==> src/rtl/mc_pkg.sv <==
// mc_pkg: shared types and encodings for the multicycle controller.
package mc_pkg;
  localparam int MC_MEM_TIMEOUT = 15;
  typedef enum logic [2:0] {
    S_FETCH  = 3'd0,
    S_DECODE = 3'd1,
    S_EXEC   = 3'd2,
    S_MEM    = 3'd3,
    S_WB     = 3'd4,
    S_ERR    = 3'd5
  } state_e;
  typedef enum logic [3:0] {
    K_NOP, K_ALU, K_LW, K_SW, K_BEQ, K_BNE, K_J, K_JR, K_JAL, K_JALR
  } kind_e;
  localparam logic [5:0] OP_RTYPE = 6'b000000;
  localparam logic [5:0] OP_J     = 6'b000010;
  localparam logic [5:0] OP_JAL   = 6'b000011;
  localparam logic [5:0] OP_BEQ   = 6'b000100;
  localparam logic [5:0] OP_BNE   = 6'b000101;
  localparam logic [5:0] OP_ADDI  = 6'b001000;
  localparam logic [5:0] OP_LW    = 6'b100011;
  localparam logic [5:0] OP_SW    = 6'b101011;
  localparam logic [5:0] FN_JR    = 6'b001000;
  localparam logic [5:0] FN_JALR  = 6'b001001;
  localparam logic [5:0] FN_ADD   = 6'b100000;
  localparam logic [5:0] FN_SUB   = 6'b100010;
  localparam logic [5:0] FN_AND   = 6'b100100;
  localparam logic [5:0] FN_OR    = 6'b100101;
  localparam logic [5:0] FN_SLT   = 6'b101010;
  localparam logic [4:0] ALU_NONE = 5'd0;
  localparam logic [4:0] ALU_ADD  = 5'd1;
  localparam logic [4:0] ALU_SUB  = 5'd2;
  localparam logic [4:0] ALU_AND  = 5'd3;
  localparam logic [4:0] ALU_OR   = 5'd4;
  localparam logic [4:0] ALU_SLT  = 5'd5;
  localparam logic [1:0] PC_SEQ = 2'b00;
  localparam logic [1:0] PC_BR  = 2'b01;
  localparam logic [1:0] PC_JMP = 2'b10;
  localparam logic [1:0] PC_REG = 2'b11;
  localparam logic [1:0] WA_RD  = 2'b00;
  localparam logic [1:0] WA_RT  = 2'b01;
  localparam logic [1:0] WA_RA  = 2'b10;
  localparam logic [1:0] WD_ALU = 2'b00;
  localparam logic [1:0] WD_PC4 = 2'b01;
  localparam logic [1:0] WD_MEM = 2'b10;
  typedef struct packed {
    logic [1:0] wasel;
    logic [1:0] wdsel;
    logic [1:0] asel;
    logic       bsel;
    logic       sgnext;
    logic [4:0] alufn;
  } ctl_t;
  function automatic ctl_t mk_ctl(logic [1:0] wa, logic [1:0] wd, logic b, logic s, logic [4:0] fn);
    return '{wasel: wa, wdsel: wd, asel: 2'b00, bsel: b, sgnext: s, alufn: fn};
  endfunction
endpackage

==> src/rtl/mc_decode.sv <==
// mc_decode: combinational op/func decode into datapath controls, instruction kind and legal flag.
module mc_decode import mc_pkg::*; (
  input  logic [5:0] op,
  input  logic [5:0] func,
  output ctl_t       ctl,
  output kind_e      kind,
  output logic       legal
);
  always_comb begin
    ctl = '0;
    kind = K_NOP;
    legal = 1'b1;
    case (op)
      OP_RTYPE:
        case (func)
          FN_ADD:  begin kind = K_ALU; ctl = mk_ctl(WA_RD, WD_ALU, 1'b0, 1'b0, ALU_ADD); end
          FN_SUB:  begin kind = K_ALU; ctl = mk_ctl(WA_RD, WD_ALU, 1'b0, 1'b0, ALU_SUB); end
          FN_AND:  begin kind = K_ALU; ctl = mk_ctl(WA_RD, WD_ALU, 1'b0, 1'b0, ALU_AND); end
          FN_OR:   begin kind = K_ALU; ctl = mk_ctl(WA_RD, WD_ALU, 1'b0, 1'b0, ALU_OR); end
          FN_SLT:  begin kind = K_ALU; ctl = mk_ctl(WA_RD, WD_ALU, 1'b0, 1'b0, ALU_SLT); end
          FN_JR:   kind = K_JR;
          FN_JALR: begin kind = K_JALR; ctl = mk_ctl(WA_RD, WD_PC4, 1'b0, 1'b0, ALU_NONE); end
          default: legal = 1'b0;
        endcase
      OP_ADDI: begin kind = K_ALU; ctl = mk_ctl(WA_RT, WD_ALU, 1'b1, 1'b1, ALU_ADD); end
      OP_LW:   begin kind = K_LW; ctl = mk_ctl(WA_RT, WD_MEM, 1'b1, 1'b1, ALU_ADD); end
      OP_SW:   begin kind = K_SW; ctl = mk_ctl(WA_RD, WD_ALU, 1'b1, 1'b1, ALU_ADD); end
      OP_BEQ:  begin kind = K_BEQ; ctl = mk_ctl(WA_RD, WD_ALU, 1'b0, 1'b1, ALU_SUB); end
      OP_BNE:  begin kind = K_BNE; ctl = mk_ctl(WA_RD, WD_ALU, 1'b0, 1'b1, ALU_SUB); end
      OP_J:    kind = K_J;
      OP_JAL:  begin kind = K_JAL; ctl = mk_ctl(WA_RA, WD_PC4, 1'b0, 1'b0, ALU_NONE); end
      default: legal = 1'b0;
    endcase
  end
endmodule

==> src/rtl/mc_controller.sv <==
// mc_controller: multicycle FSM with memory wait timeout and sticky error.
// Define MC_TRAP_EN to trap unknown instructions into ERR instead of running them as NOPs.
module mc_controller import mc_pkg::*; #(
  parameter int MEM_TIMEOUT = MC_MEM_TIMEOUT,
  parameter int ALUFN_W     = 5
) (
  input  logic               clk,
  input  logic               reset_n,
  input  logic               enable,
  input  logic [5:0]         op,
  input  logic [5:0]         func,
  input  logic               Z,
  input  logic               mem_ack,
  output logic               mem_req,
  output logic               mem_wr,
  output logic               iord,
  output logic               ir_we,
  output logic               pc_we,
  output logic               werf,
  output logic [1:0]         pcsel,
  output logic [1:0]         wasel,
  output logic [1:0]         wdsel,
  output logic [1:0]         asel,
  output logic               bsel,
  output logic               sgnext,
  output logic [ALUFN_W-1:0] alufn,
  output logic [2:0]         state,
  output logic               err
);
  localparam logic [7:0] TMO = 8'(MEM_TIMEOUT);
  state_e     state_q, state_d;
  kind_e      kind_q, kind_d, dec_kind;
  ctl_t       ctl_q, ctl_d, dec_ctl, ctl_o;
  logic [7:0] wcnt_q, wcnt_d;
  logic       err_q, err_d, dec_legal, waiting;
  mc_decode u_dec (.op(op), .func(func), .ctl(dec_ctl), .kind(dec_kind), .legal(dec_legal));
  always_comb begin
    state_d = state_q;
    kind_d = kind_q;
    ctl_d = ctl_q;
    wcnt_d = wcnt_q;
    err_d = err_q;
    mem_req = 1'b0;
    mem_wr = 1'b0;
    ir_we = 1'b0;
    pc_we = 1'b0;
    werf = 1'b0;
    pcsel = PC_SEQ;
    waiting = 1'b0;
    if (enable) begin
      case (state_q)
        S_FETCH: begin
          mem_req = 1'b1;
          ir_we = mem_ack;
          state_d = mem_ack ? S_DECODE : S_FETCH;
        end
        S_DECODE: begin
          kind_d = dec_legal ? dec_kind : K_NOP;
          ctl_d = dec_ctl;
          state_d = S_EXEC;
`ifdef MC_TRAP_EN
          if (!dec_legal) begin
            state_d = S_ERR;
            err_d = 1'b1;
          end
`endif
        end
        S_EXEC:
          case (kind_q)
            K_LW, K_SW: state_d = S_MEM;
            K_ALU, K_JAL, K_JALR: state_d = S_WB;
            default: begin
              pc_we = 1'b1;
              pcsel = (kind_q == K_BEQ) ? (Z ? PC_BR : PC_SEQ) :
                      (kind_q == K_BNE) ? (Z ? PC_SEQ : PC_BR) :
                      (kind_q == K_J)   ? PC_JMP :
                      (kind_q == K_JR)  ? PC_REG : PC_SEQ;
              state_d = S_FETCH;
            end
          endcase
        S_MEM: begin
          mem_req = 1'b1;
          mem_wr = (kind_q == K_SW);
          pc_we = mem_ack && (kind_q == K_SW);
          state_d = !mem_ack ? S_MEM : (kind_q == K_SW) ? S_FETCH : S_WB;
        end
        S_WB: begin
          werf = 1'b1;
          pc_we = 1'b1;
          pcsel = (kind_q == K_JAL) ? PC_JMP : (kind_q == K_JALR) ? PC_REG : PC_SEQ;
          state_d = S_FETCH;
        end
        S_ERR: ;
        default: begin
          state_d = S_ERR;
          err_d = 1'b1;
        end
      endcase
      // An ack ends the wait; any other state clears it because mem_req is low there.
      waiting = mem_req && !mem_ack;
      wcnt_d = waiting ? wcnt_q + 8'd1 : 8'd0;
      if (waiting && wcnt_d == TMO) begin
        state_d = S_ERR;
        err_d = 1'b1;
        wcnt_d = 8'd0;
      end
    end
  end
  always_ff @(posedge clk or negedge reset_n)
    if (!reset_n) begin
      state_q <= S_FETCH;
      kind_q <= K_NOP;
      ctl_q <= '0;
      wcnt_q <= '0;
      err_q <= 1'b0;
    end else begin
      state_q <= state_d;
      kind_q <= kind_d;
      ctl_q <= ctl_d;
      wcnt_q <= wcnt_d;
      err_q <= err_d;
    end
  // Selects follow the live decode in DECODE, then the latched copy until the instruction ends.
  assign ctl_o = (state_q == S_DECODE) ? dec_ctl :
                 (state_q == S_FETCH || state_q == S_ERR) ? ctl_t'('0) : ctl_q;
  assign iord = (state_q == S_MEM);
  assign wasel = ctl_o.wasel;
  assign wdsel = ctl_o.wdsel;
  assign asel = ctl_o.asel;
  assign bsel = ctl_o.bsel;
  assign sgnext = ctl_o.sgnext;
  assign alufn = ALUFN_W'(ctl_o.alufn);
  assign state = state_q;
  assign err = err_q;
endmodule

==> config.mk <==
export PLATFORM = sky130hd
export DESIGN_NAME = mc_controller
export DESIGN_NICKNAME = d
export VERILOG_FILES = /design/src/rtl/mc_pkg.sv /design/src/rtl/mc_decode.sv /design/src/rtl/mc_controller.sv
export SDC_FILE = /design/constraint.sdc
export NUM_CORES = 1
export LEC_CHECK = 0
export CAP_MARGIN = 20
export CORE_ASPECT_RATIO = 0.7
export CORE_UTILIZATION = 54
export CTS_CLUSTER_DIAMETER = 200
export DETAILED_ROUTE_END_ITERATION = 16
export GPL_ROUTABILITY_DRIVEN = 1
export PLACE_DENSITY_LB_ADDON = 0.08
export SYNTH_ARGS = -nofsm -noshare
export SYNTH_HDL_FRONTEND = slang
export SYNTH_SLANG_ARGS = --single-unit
==> constraint.sdc <==
create_clock -name clk -period 4.2 [get_ports clk]
set_input_delay 0.42 -clock clk [delete_from_list [all_inputs] [get_ports clk]]
set_output_delay 0.42 -clock clk [all_outputs]
set_load 0.02 [all_outputs]
==> run_results.csv, run 1 <==
group,metric,value,unit
outcome,outcome,"finished clean",
clocking,cts_sinks,25,
finish,final_common_cell,"nand2_1",
setup_path,arrival,2870,ps
finish,area_delta_synth_final,21.8,%
clocking,cts_buffers,3,
sta,fmax,304,MHz
synth,synth_cell_types,53,
setup_path,cp-end-kind,"output pin",
clocking,cts_setup_buffers,0,
synth,syn-mean-instance-area,7.62,µm²
setup_path,worstPathCellList,"clkdlybuf4s50_1, or3_4, nor4_4, nand3_2, o31a_1, o21ai_1, clkdlybuf4s50_1",
pwr,power_density,463,mW/mm²
synth,yosysWarnings,0,
setup_path,cp_data_required_time,3780,ps
synth,synth_top_cell_area_share,34.2,%
routing,wl_per_cell,13.8,µm
clocking,clockBufferDepth,2,
pwr,p_clk_share,14.1,%
routing,wirelength,4260,µm
pwr,combPwrFrac,47.2,%
pwr,p_leak,0.883,nW
clocking,cts_tree,"done",
grt,grt_pass1_vias,1519,
setup_path,cp_slowest_cell,"clkdlybuf4s50_1",
clocking,clkLatencyLatePin,280,ps
sta,tns,0,ps
routing,first_iter_violations,118,
routing,drc_errors,0,
clocking,cts_resized,0,
routing,vias_per_cell,5.77,
sta,final.setup_skew,5.36,ps
place,dp.cells,305,
sta,setup_viol,0,
place,detailed_place_hpwl,3180,µm
pwr,seqPwrFrac,38.7,%
setup_path,crit_fanout,7,
floorplanning,dieArea,0.00363,mm²
routing,antenna_left,0,
sta,worst_pin_slew,550,ps
synth,yosys_register_bits,25,
pwr,netSwitchingFraction,44.5,%
clocking,cts_hold_buf,0,
sta,hold_slack,459,ps
finish,final_cells,309,
finish,layout_common_cells,"nand2_1 (45), clkdlybuf4s50_1 (37), o21ai_0 (25), dfrtp_1 (25), nor2_1 (24)",
place,portBuffers,37,
grt,grt_max_degree,26,
synth,yosysSeqAreaShare,34.2,%
clocking,cts_root_buf,"clkbuf_8",
synth,async_reset_ff_share,100,%
setup_path,start_kind,"input pin",
setup_path,cpMostUsedCell,"clkdlybuf4s50_1",
floorplanning,start_util,57.3,%
sta,fin_crit,3290,ps
routing,drt_pass1_iterations,5,
clocking,cts_max_level,1,
pwr,p_switching,459,µW
setup_path,worstSetupPathType,"in -> out",
finish,final_area,0.00223,mm²
clocking,clkTransAtPathRegs,80,ps
floorplanning,row_count,17,
pwr,intPower,573,µW
finish,drive_gt1_share,5.54,%
finish,nets,290,
floorplanning,die_h,50.7,µm
place,place_congestion,0.901,
grt,antenna_found_initial,0,
setup_path,slowest_delay,610,ps
synth,synth-main-ff-cell,"dfrtp_1",
grt,grt_pass1_wl,7130,µm
sta,finalHoldViolations,0,
sta,relSlewSlack,63.3,%
synth,syn_inst,240,
sta,rsz0062_at_grt,"no",
floorplanning,io_pins,42,
grt,grt.total_usage,25.5,%
sta,finalCritPeriodShare,78.4,%
synth,yosysTopAreaCell,"dfrtp_1",
routing,vias,1784,
synth,synth_area,0.00183,mm²
synth,synth_edf_count,0,
sta,slew_violations,0,
finish,post-route-util,69.8,%
pwr,vdd_drop_max,0.000266,V
grt,grt_remaining_overflow,0,
min_path,hold_path_class,"reg -> reg",
place,dpl_cell_area,0.00218,mm²
floorplanning,coreArea,0.00319,mm²
synth,synth_area_leaders,"dfrtp_1 (34%), nand2_1 (9.2%), o21ai_0 (6.8%)",
flow_run,drv_cap,0,
floorplanning,die_x,71.5,µm
finish,antennaDiodeCount,0,
==> cell usage after synthesis (all sizes together), types with 2 or more instances <==
library cell  number
o22ai              2
o31ai              4
buf                7
nand2             45
nand2b             3
or4                2
nand4              4
a31oi              6
xnor2              5
o22a               2
o211ai             4
nor3               5
a21oi              7
a22o               2
and3               3
nor2              24
o21ai             29
nor4               5
inv               13
xor2               2
or2                2
a21o               3
clkbuf             8
nand3              5
or3                4
dfrtp             25
nor3b              2
==> power groups by stage <==
stage          logic, mW  registers [mW]  clock network [mW]
2_1_floorplan      0.361           0.367                   0
3_3_place_gp       0.480           0.401                   0
3_5_place_dp       0.486           0.403                   0
4_1_cts            0.489           0.397               0.149
5_1_grt            0.543           0.412               0.157
6_report           0.487           0.399               0.146
==> per-layer routing <==
layer	vias to the layer above	share of wire [%]	GRT usage, %
li1	902	-	-
met1	830	51	38.3
met2	47	42	38.1
met3	5	5.9	5.22
met4	0	0.82	4.90
met5	-	0	0
==> sequential cells by signal (all words and copies together) (netlist names) <==
| signal | cells |
|---|---|
| kind_q | 4 |
| state | 3 |
| wcnt_q | 8 |
| ctl_q | 9 |
| err | 1 |
==> per-stage QoR <==
step           setup WS (ps)  power [mW]
2_1_floorplan           1880       0.729
5_1_grt                  821        1.11
3_5_place_dp             928       0.888
3_3_place_gp             938       0.880
6_report                 906        1.03
4_1_cts                  926        1.03
==> final timing paths <==
kind | startpoint | to | slack [ps] | depth (start not counted)
setup / recovery | op[4] | alufn[0] | 910 | 7
hold / removal | err | err | 460 | 1
setup reg to reg | state[0] | wcnt_q[3] | 2060 | 6
hold reg to reg | err | err | 460 | 1
max in group asynchronous | reset_n | err | 3450 | 2
min in group asynchronous | reset_n | ctl_q[0] | 500 | 2
==> worst max-delay path: cells and delay by family <==
family | cells | cell delay (ps)
AOI/OAI and AO/OA | 2 | 430
and+or+nand+nor | 3 | 870
buffers and inverters | 2 | 1150
==> cells by family (layout without fill, tap and decap cells) <==
family                   Yosys count  count (layout)  synth area share [%]
buffers and inverters             29              57                  7.87
adder cells (fa/ha/maj)            1               1                 0.684
AND/OR/NAND/NOR                  110             110                  30.9
AO/OA/AOI/OAI                     67              67                  22.7
other                              1               4                 0.205
XOR/XNOR                           7               7                  3.35
flip-flops                        25              25                  34.2
==> cell type report <==
| class | instances | area (µm²) |
|---|---|---|
| Inverter | 14 | 52.6 |
| Sequential cell | 25 | 626 |
| Clock buffer | 3 | 41.3 |
| Clock inverter | 1 | 5.00 |
| Multi-Input combinational cell | 189 | 1070 |
| Timing Repair Buffer | 39 | 385 |
| Tap cell | 38 | 47.5 |
| Fill cell | 274 | 963 |
Power figures use the tool's default switching activity.
==> run 2, diff against run 1 <==
--- a/config.mk
+++ b/config.mk
@@ -7,7 +7,7 @@
 export LEC_CHECK = 0
 export CAP_MARGIN = 20
 export CORE_ASPECT_RATIO = 0.7
-export CORE_UTILIZATION = 54
+export CORE_UTILIZATION = 45
 export CTS_CLUSTER_DIAMETER = 200
 export DETAILED_ROUTE_END_ITERATION = 16
 export GPL_ROUTABILITY_DRIVEN = 1
==> constraint.sdc (replaced) <==
create_clock -name clk -period 2.8 [get_ports clk]
set_input_delay 0.28 -clock clk [delete_from_list [all_inputs] [get_ports clk]]
set_output_delay 0.28 -clock clk [all_outputs]
set_load 0.02 [all_outputs]
==> run_results.csv, run 2 (synthesis gave the netlist of run 1 again) <==
group,metric,value,unit
outcome,outcome,"finished clean",
routing,drt_pass1_iterations,4,
finish,post-route-util,64.0,%
finish,area_delta_synth_final,29.3,%
grt,grt_pass1_vias,1617,
grt,grt.total_usage,23.1,%
routing,wirelength,4690,µm
pwr,finalPower,1.62,mW
grt,grt_pass1_wl,7850,µm
sta,fmax,370,MHz
setup_path,worstPathCellList,"clkdlybuf4s50_1, or2_2, nor4_4, buf_4, o211ai_1, o21ai_0, clkdlybuf4s50_1",
floorplanning,io_pins,42,
floorplanning,coreArea,0.00369,mm²
clocking,cts_buffers,3,
finish,final_common_cell,"nand2_1",
floorplanning,die_h,55.3,µm
clocking,cts_resized,1,
setup_path,crit_fanout,5,
clocking,clockBufferDepth,2,
clocking,cts_root_buf,"clkbuf_8",
finish,nets,304,
grt,grt_max_degree,26,
routing,wl_per_cell,14.0,µm
clocking,cts_hold_buf,0,
finish,n_fill_cell,332,
sta,relSlewSlack,64.0,%
floorplanning,die_x,78.2,µm
pwr,p_leak,1.03,nW
sta,fin_crit,2700,ps
sta,setup_viol,0,
pwr,vdd_drop_max,0.000372,V
finish,largest_reg_flops,9,
clocking,clkTransAtPathRegs,90,ps
grt,grt_remaining_overflow,0,
finish,top_regs,"ctl_q (9), wcnt_q (8), kind_q (4)",
setup_path,slowest_delay,640,ps
finish,drive_gt1_share,9.82,%
setup_path,start_kind,"input pin",
sta,final.setup_skew,9.78,ps
min_path,hold_path_class,"in -> async",
grt,antenna_found_initial,0,
routing,vias_per_cell,5.49,
sta,finalCritPeriodShare,96.4,%
setup_path,cp_slowest_cell,"clkdlybuf4s50_1",
sta,finalHoldViolations,0,
place,detailed_place_hpwl,3530,µm
place,portBuffers,37,
clocking,cts_max_level,1,
clocking,clkLatencyLatePin,280,ps
floorplanning,dieArea,0.00433,mm²
routing,drc_errors,0,
clocking,cts_sinks,25,
clocking,cts_setup_buffers,0,
flow_run,drv_cap,0,
floorplanning,row_count,18,
setup_path,cp_data_required_time,2520,ps
clocking,cts_tree,"done",
finish,layout_common_cells,"nand2_1 (45), clkdlybuf4s50_1 (32), o21ai_0 (25), dfrtp_1 (25), nor2_1 (24)",
finish,final_area,0.00236,mm²
sta,rsz0062_at_grt,"no",
routing,antenna_left,0,
finish,antennaDiodeCount,0,
setup_path,worstSetupPathType,"in -> out",
place,place_congestion,0.902,
setup_path,arrival,2420,ps
pwr,power_density,684,mW/mm²
sta,worst_pin_slew,540,ps
routing,first_iter_violations,97,
setup_path,cp-end-kind,"output pin",
routing,vias,1839,
floorplanning,start_util,49.5,%
place,dpl_cell_area,0.00230,mm²
sta,slew_violations,0,
setup_path,r2r_cells,7,
setup_path,cpMostUsedCell,"clkdlybuf4s50_1",
finish,top_register,"ctl_q",
run 2: cell types whose count changed in the layout (fill, tap and decap cells not counted):
cell and change:
buf_4 +14, clkdlybuf4s50_1 -5, dlymetal6s2s_1 +4, clkbuf_1 +1, clkinv_2 -1, dlygate4sd2_1 +1, nor4b_2 -1, nor4b_4 +1
run 2: per-layer routing:
layer / wire, µm / GRT usage [%]
met5: 0 / 0
met4: 11 / 5.56
met3: 327 / 5.62
met2: 1830 / 30.7
met1: 2520 / 36.7
run 2: path summary, 6_finish.rpt:
path	from	endpoint	slack (ps)
min	reset_n	ctl_q[2]	350
max in group asynchronous	reset_n	ctl_q[6]	2190
max	op[5]	alufn[2]	100
max reg2reg	state[0]	wcnt_q[3]	690
min reg2reg	err	err	470
min in group clk	err	err	470
run 2: cell type report:
type,instances,area [µm²],area share [%]
Timing Repair Buffer,53,499,21.1
Sequential cell,25,626,26.5
Tap cell,50,62.6,2.65
Inverter,14,52.6,2.22
Clock buffer,4,45.0,1.91
Multi-Input combinational cell,189,1080,45.6
run 2: worst max-delay path, delay by kind of cell:
kind	cells	cell delay, ps
buffers and inverters	3	1240
AO/OA/AOI/OAI	2	260
AND/OR/NAND/NOR	2	630
run 2: per-stage QoR:
stage | setup TNS (ps) | std cells | hold WS (ps) | worst slack (ps)
2_1_floorplan | 0 | 243 | -15.6 | 618
3_3_place_gp | 0 | 331 | 450 | 59.7
3_5_place_dp | -31.6 | 331 | 449 | -31.6
4_1_cts | 0 | 335 | 364 | 27.3
5_1_grt | 0 | 335 | 372 | 12.5
6_report | 0 | 335 | 348 | 100
run 2: where the power goes:
part           internal, mW  leakage, nW  switching, mW
clock                 0.102       0.0228          0.118
combinational         0.350        0.676          0.493
sequential            0.449        0.333          0.106
total                 0.900         1.03          0.717
==> run 3, diff against run 2 <==
--- a/config.mk
+++ b/config.mk
@@ -9,6 +9,7 @@
 export CORE_ASPECT_RATIO = 0.7
 export CORE_UTILIZATION = 45
 export CTS_CLUSTER_DIAMETER = 200
+export CTS_CLUSTER_SIZE = 24
 export DETAILED_ROUTE_END_ITERATION = 16
 export GPL_ROUTABILITY_DRIVEN = 1
 export PLACE_DENSITY_LB_ADDON = 0.08
==> results of run 3 <==
The final DEF is identical to that of run 2; final timing and power are the same.
